--- config.mk ---
export PLATFORM = sky130hd
export DESIGN_NAME = game_input_conditioner
export DESIGN_NICKNAME = d
export VERILOG_FILES = /design/src/rtl/game_input_pkg.sv /design/src/rtl/button_debouncer.sv /design/src/rtl/game_input_conditioner.sv
export SDC_FILE = /design/constraint.sdc
export NUM_CORES = 1
export LEC_CHECK = 0
export CORE_UTILIZATION = 57
export DETAILED_ROUTE_END_ITERATION = 10
export PLACE_DENSITY = 0.78
export REMOVE_ABC_BUFFERS = 1
export SETUP_SLACK_MARGIN = 0.1
export SLEW_MARGIN = 20
export SYNTH_ARGS = -nofsm -noshare
export SYNTH_HDL_FRONTEND = slang
export SYNTH_SLANG_ARGS = --single-unit
--- constraint.sdc ---
create_clock -name clock -period 3 [get_ports clock]
set_input_delay 0.6 -clock clock [delete_from_list [all_inputs] [get_ports clock]]
set_output_delay 0.6 -clock clock [all_outputs]
set_load 0.005 [all_outputs]
--- src/rtl/game_input_pkg.sv ---
// Shared types and constants for the game input conditioner (debouncer states, legal move range).
package game_input_pkg;

  typedef enum logic [1:0] {IDLE, PRESS_WT, HELD, REL_WT} btn_state_t;

  localparam logic [3:0] MOVE_MIN = 4'd1;
  localparam logic [3:0] MOVE_MAX = 4'd9;
  localparam int unsigned DEBOUNCE_DEFAULT = 500_000;

  function automatic logic move_legal(input logic [3:0] move);
    return (move >= MOVE_MIN) && (move <= MOVE_MAX);
  endfunction

endpackage

--- src/rtl/button_debouncer.sv ---
// Synchronizes one active-low bouncy button and emits a single registered pulse per
// debounced press.
module button_debouncer
  import game_input_pkg::*;
#(
  parameter int unsigned DEBOUNCE_CYCLES = DEBOUNCE_DEFAULT
) (
  input  logic clock,
  input  logic reset_L,
  input  logic btn_raw_L,
  output logic press_pulse
);

  localparam int unsigned CNT_W = $clog2(DEBOUNCE_CYCLES + 1);
  localparam logic [CNT_W-1:0] CNT_MAX = CNT_W'(DEBOUNCE_CYCLES);

  logic             sync_q1;
  logic             sync_q2;
  btn_state_t       state;
  btn_state_t       state_nxt;
  logic [CNT_W-1:0] cnt;
  logic [CNT_W-1:0] cnt_nxt;
  logic [CNT_W-1:0] cnt_inc;
  logic             pulse_nxt;

  // Two-flop synchronizer; resets to the released level.
  always_ff @(posedge clock or negedge reset_L) begin
    if (!reset_L) begin
      sync_q1 <= 1'b1;
      sync_q2 <= 1'b1;
    end else begin
      sync_q1 <= btn_raw_L;
      sync_q2 <= sync_q1;
    end
  end

  // Saturating increment: the counter never wraps.
  assign cnt_inc = (cnt == CNT_MAX) ? cnt : cnt + CNT_W'(1);

  always_ff @(posedge clock or negedge reset_L) begin
    if (!reset_L) begin
      state       <= IDLE;
      cnt         <= '0;
      press_pulse <= 1'b0;
    end else begin
      state       <= state_nxt;
      cnt         <= cnt_nxt;
      press_pulse <= pulse_nxt;
    end
  end

  always_comb begin
    state_nxt = state;
    cnt_nxt   = cnt;
    pulse_nxt = 1'b0;
    case (state)
      IDLE: begin
        if (!sync_q2) begin
          state_nxt = PRESS_WT;
          cnt_nxt   = CNT_W'(1);
        end
      end
      PRESS_WT: begin
        if (sync_q2) begin
          state_nxt = IDLE;
          cnt_nxt   = '0;
        end else if (cnt == CNT_MAX) begin
          state_nxt = HELD;
          cnt_nxt   = '0;
          pulse_nxt = 1'b1;
        end else begin
          cnt_nxt = cnt_inc;
        end
      end
      HELD: begin
        if (sync_q2) begin
          state_nxt = REL_WT;
          cnt_nxt   = CNT_W'(1);
        end
      end
      REL_WT: begin
        if (!sync_q2) begin
          state_nxt = HELD;
          cnt_nxt   = '0;
        end else if (cnt == CNT_MAX) begin
          state_nxt = IDLE;
          cnt_nxt   = '0;
        end else begin
          cnt_nxt = cnt_inc;
        end
      end
      default: begin
        state_nxt = IDLE;
        cnt_nxt   = '0;
      end
    endcase
  end

endmodule

--- src/rtl/game_input_conditioner.sv ---
// Conditions DE2 enter/new-game buttons and move switches for the game FSM.
// Optional move range check enabled with `define MOVE_CHECK_EN.
module game_input_conditioner
  import game_input_pkg::*;
#(
  parameter int unsigned DEBOUNCE_CYCLES = DEBOUNCE_DEFAULT
) (
  input  logic       clock,
  input  logic       reset_L,
  input  logic       enter_raw_L,
  input  logic       newgame_raw_L,
  input  logic [3:0] move_raw,
  output logic       enter,
  output logic       new_game,
  output logic [3:0] hMove,
  output logic       move_err
);

  logic       enter_press;
  logic       newgame_press;
  logic [3:0] move_q1;
  logic [3:0] move_q2;
  logic       move_ok;
  logic       enter_take;

  button_debouncer #(.DEBOUNCE_CYCLES(DEBOUNCE_CYCLES)) u_enter_db (
    .clock       (clock),
    .reset_L     (reset_L),
    .btn_raw_L   (enter_raw_L),
    .press_pulse (enter_press)
  );

  button_debouncer #(.DEBOUNCE_CYCLES(DEBOUNCE_CYCLES)) u_newgame_db (
    .clock       (clock),
    .reset_L     (reset_L),
    .btn_raw_L   (newgame_raw_L),
    .press_pulse (newgame_press)
  );

  always_ff @(posedge clock or negedge reset_L) begin
    if (!reset_L) begin
      move_q1 <= 4'h0;
      move_q2 <= 4'h0;
    end else begin
      move_q1 <= move_raw;
      move_q2 <= move_q1;
    end
  end

`ifdef MOVE_CHECK_EN
  assign move_ok = move_legal(move_q2);
`else
  assign move_ok = 1'b1;
`endif

  // New-game wins a same-cycle accept; the enter press is consumed without effect.
  assign enter_take = enter_press & ~newgame_press & move_ok;

  always_ff @(posedge clock or negedge reset_L) begin
    if (!reset_L) begin
      enter    <= 1'b0;
      new_game <= 1'b0;
      hMove    <= 4'h0;
    end else begin
      enter    <= enter_take;
      new_game <= newgame_press;
      if (enter_take) begin
        hMove <= move_q2;
      end
    end
  end

`ifdef MOVE_CHECK_EN
  always_ff @(posedge clock or negedge reset_L) begin
    if (!reset_L) begin
      move_err <= 1'b0;
    end else begin
      move_err <= enter_press & ~newgame_press & ~move_ok;
    end
  end
`else
  assign move_err = 1'b0;
`endif

endmodule

# After elaboration in Yosys (flattened, before gate mapping)
# Cells that the tools add are included.
# classes
n_addsub,2
n_eq_ne,16
n_mux,32
n_bitwise,2
n_reduce_logical,6
# ops
op,count
19-bit two-way mux,10
19-bit case mux with 4 select lines,2
19-bit by 1-bit adder with 19-bit output (second input constant),2
19-bit == test (second input constant),2
2-bit two-way mux,12
2-bit case mux with 4 select lines,2
2-bit == test (second input constant),4
4-bit AND reduction,2
1-bit two-way mux,6
3-bit by 1-bit != test with 1-bit output (second input constant),2
3-bit != test (second input constant),2
2-bit by 1-bit == test with 1-bit output (second input constant),2
2-bit zero test,2
2-bit by 1-bit != test with 1-bit output (second input constant),2
2-bit != test (second input constant),2
2-bit AND reduction,2
1-bit bitwise AND,1
1-bit inverter,1
# totals
register_bits,62
output_inout_bits,7

# Longest topological paths before layout
# logic_depth
word_depth,4
ltp_mapped,8
mapped_depth_nobuf,7

# Hierarchy
# A second synthesis with hierarchy kept.
# hier_totals
hier_cells,294
area_unflattened_um2,3024.2
# by_module_without_submodules
mod,instances,cells_per_inst,area_each_um2,seq_area_each_um2
button_debouncer,2,136,1288.7,603.1
game_input_conditioner,1,22,446.7,350.3

# Least setup slack after synthesis
# OpenSTA, ideal clock, no wires.
# synth_timing
path_type,reg2reg
from,reg u_enter_db.cnt[4]
to,reg u_enter_db.cnt[13]
setup_ns,0.121
arrival_ns,1.929
t_required_ns,2.879
setup_slack_ns,0.950
stages_incl_launch_ff,6
synth_period_minus_slack_ns,2.050
cell_sequence,dfrtp_1 or4_1 or4_4 o21a_1 buf_6 a22o_2
# synth_via
elab_chain_len,4
elab_cells_between_ends,6
cone_classes,add/sub: 1; eq/ne: 1; mux: 4
# synth_rtl
item,line_no,rtl
"start, declared",button_debouncer.sv:21,logic [CNT_W-1:0] cnt;
"start signal, assigned",button_debouncer.sv:47,cnt <= cnt_nxt;
19-bit by 1-bit adder with 19-bit output / 19-bit == test (equally long branches),"button_debouncer.sv:38, button_debouncer.sv:67, button_debouncer.sv:85",
19-bit two-way mux *,"button_debouncer.sv:67, button_debouncer.sv:85",
"19-bit two-way mux, on equally long branches","button_debouncer.sv:82, button_debouncer.sv:64",
19-bit case mux with 4 select lines *,button_debouncer.sv:56,case (state)
# Every way passes the cells marked *; elsewhere a longest branch is shown, timed or not.
# A chain may end at the register's enable or synchronous reset.

# Worst setup path in the final report
# Same ends and word-level chain as after synthesis.

==> results.py <==
metrics = {
    "status": {
        "outcome": "completed",
    },
    "setup_path": {
        "start_kind": "register",
        "end_kind": "register",
        "slowest_delay_ps": 540,
        "cp_cell_sequence": "or4_1 > or4_4 > o21ai_4 > o21ai_0 > a22o_2",
        "path_buf_inv": 0,
        "worstPathMaxFanout": 15,
        "critPathTopFamily": "simple AND/OR/NAND/NOR gates",
        "arrival_ps": 2560,
        "slowest_stage": "or4_1",
        "critPathKind": "reg2reg",
        "critPathRequiredTime_ps": 3240,
    },
    "layout": {
        "final_cells": 400,
        "area_growth_pct": 11.4,
        "stdcell_area_mm2": 0.00338,
        "antenna_cells": 0,
        "final_nets": 337,
        "drive_above_1_share": 0.124,
    },
    "grt": {
        "grt_pass1_wl_mm": 9.85,
        "gr-total-overflow": 0,
        "grt_max_degree": 27,
        "grt_use_total": 0.239,
        "antenna_found_initial": 0,
        "grt_pass1_vias": 2160,
    },
    "yosys": {
        "synthArstFlopShare": 1.00,
        "yosys_register_bits": 62,
        "synthCells": 309,
        "synth_top_area_share": 0.479,
        "synthAdderAreaFrac": 0.0165,
        "synth_compound_area_frac": 0.140,
        "synth.most_common_cell": "dfrtp_1",
        "ys_warn_count": 0,
        "synth_top_family_by_area": "simple AND/OR/NAND/NOR gates",
        "synth_top_flop_cell": "dfrtp_1",
        "synthesis.area_mm2": 0.00303,
        "synth-simple-area-share": 0.244,
        "yosys-mux-area-fraction": 0.0248,
        "synth_common_cells": "dfrtp_1 (58), o21ai_0 (30), nand2_1 (25)",
        "ys_types": 47,
        "synth_enable_flop_cells": 0,
        "seq_area_frac_synth": 0.514,
        "yosysTopAreaCell": "dfrtp_1",
        "synth.area.top_cells": "dfrtp_1 (48%), o21ai_0 (5.0%), nand3_1 (4.0%)",
        "synth_xor_area_frac": 0.0231,
        "avgSynthCellArea_um2": 9.80,
    },
    "floorplanning": {
        "fp-row-count": 26,
        "die_w_um": 74.9,
        "start_util": 0.593,
        "io_pins": 15,
        "dieHeight_um": 74.9,
        "coreArea_mm2": 0.00511,
        "dieArea_mm2": 0.00561,
    },
    "place": {
        "place_area_mm2": 0.00320,
        "dp_cells": 384,
        "place_congestion": 0.909,
        "hpwl_mm": 4.12,
        "portBuffers": 13,
    },
    "timing": {
        "tns_ps": 0,
        "fin_crit_sh": 0.771,
        "slew_viol_final": 0,
        "fmax_ghz": 0.432,
        "tightest_slew_ps": 711,
        "skew_ps": 13.9,
        "rsz0062_at_grt": "no",
        "whs_ps": 238,
        "setup_viol": 0,
        "min_period_ps": 2310,
        "hold_violations": 0,
        "maxSlewHeadroom": 0.525,
    },
    "route": {
        "drc": 0,
        "routed_wl_mm": 5.91,
        "via_count": 2372,
        "firstDrtPassIters": 4,
        "wire_per_inst_um": 14.8,
        "drt_iter0_markers": 148,
        "drt-vias-per-instance": 5.93,
        "ant_nets": 0,
    },
    "hold_path": {
        "hold_path_class": "in2async",
    },
    "clock_tree": {
        "cts_resized": 0,
        "cts_setup_buffers": 0,
        "cts-root-buf": "clkbuf_8",
        "clock_path_buffers": 2,
        "cts_made_buffers": 9,
        "htreeDepth": 3,
        "holdBufCountCts": 0,
        "clk_pin_slew_ps": 80,
        "cts_sinks": 62,
        "cts_tree": "done",
        "clock_latency_ps": 350,
    },
    "pwr": {
        "report.power.total_uw": 1920,
        "power.ir.vdd_worst_mv": 0.288,
        "p_per_area_mw_per_mm2": 570,
        "leakage_uw": 0.00148,
    },
    "job": {
        "max_cap_viol_count": 0,
    },
}
metrics by stage:
step / util / setup slack (ps)
floorplan: - / 856
global placement: 0.627 / 734
detailed placement: 0.627 / 685
CTS: 0.661 / 694
global route: 0.661 / 533
finish: 0.661 / 686
path summary, 6_finish.rpt:
kind / startpoint / endpoint / slack (ps) / depth (start not counted)
max in group asynchronous: reset_L / u_newgame_db.sync_q1$_DFF_PN1_ / 2040 / 2
min in group clock: move_q1[1]$_DFF_PN0_ / move_q2[1]$_DFF_PN0_ / 350 / 0
max: u_enter_db.cnt[4]$_DFFE_PN0P_ / u_enter_db.cnt[13]$_DFFE_PN0P_ / 690 / 5
min: reset_L / u_newgame_db.cnt[9]$_DFFE_PN0P_ / 240 / 1
max reg2reg: u_enter_db.cnt[4]$_DFFE_PN0P_ / u_enter_db.cnt[13]$_DFFE_PN0P_ / 690 / 5
min reg2reg: move_q1[1]$_DFF_PN0_ / move_q2[1]$_DFF_PN0_ / 350 / 0
worst reg2reg max path: cells and delay by family (launching register included):
kind,cells,cell delay (ps)
and+or+nand+nor,2,1010
AOI/OAI and AO/OA,3,770
DFF,1,450
power by group:
part	total (uW)	switching [uW]	internal (uW)
Combinational	350	232	118
Sequential	930	49.6	880
Clock	644	344	300
state kept, by name, indices dropped and copies added, names as in the netlist, named ones only:
signal / count
u_enter_db.sync_q2: 1
u_enter_db.sync_q1: 1
u_enter_db.press_pulse: 1
new_game: 1
u_newgame_db.cnt: 19
enter: 1
move_q2: 4
hMove: 4
u_newgame_db.sync_q2: 1
u_enter_db.state: 1
u_newgame_db.state: 1
u_newgame_db.sync_q1: 1
move_q1: 4
u_enter_db.cnt: 19
u_newgame_db.press_pulse: 1
layout by cell type (no fill, tap or decap), types with 8 or more instances in the layout:
cell,netlist,routed
inv_1,13,13
nand3_1,24,24
a21o_1,9,9
dfrtp_1,58,58
clkbuf_8,0,9
nor3_1,13,13
nor2_1,18,18
nand4_1,8,8
a21oi_1,9,9
nand2_1,25,25
o21ai_0,30,30
clkdlybuf4s50_1,0,12
cell type report:
type	instances	area, um2
clock inverters	7	50.0
clock buffers	9	124
well taps	70	87.6
fillers	413	1730
inverters	13	48.8
multi-input cells	223	1360
flip-flops and latches	62	1560
repair buffers	16	148
kinds of logic (layout without fill, tap and decap cells):
family                     after synthesis  in the layout
other                                    1              1
buffers and inverters                   24             45
and+or+nand+nor                        136            136
adders and majority gates                4              4
muxes                                    7              7
DFF                                     62             62
AOI/OAI and AO/OA                       67             67
xor gates and xnor gates                 8              8
routing by layer:
layer | part of all wire | global-route usage
met1 | 0.47 | 0.316
met5 | 0 | 0
met3 | 0.054 | 0.0629
met4 | 0.022 | 0.134
met2 | 0.45 | 0.359
(Power assumes the default switching activity.)
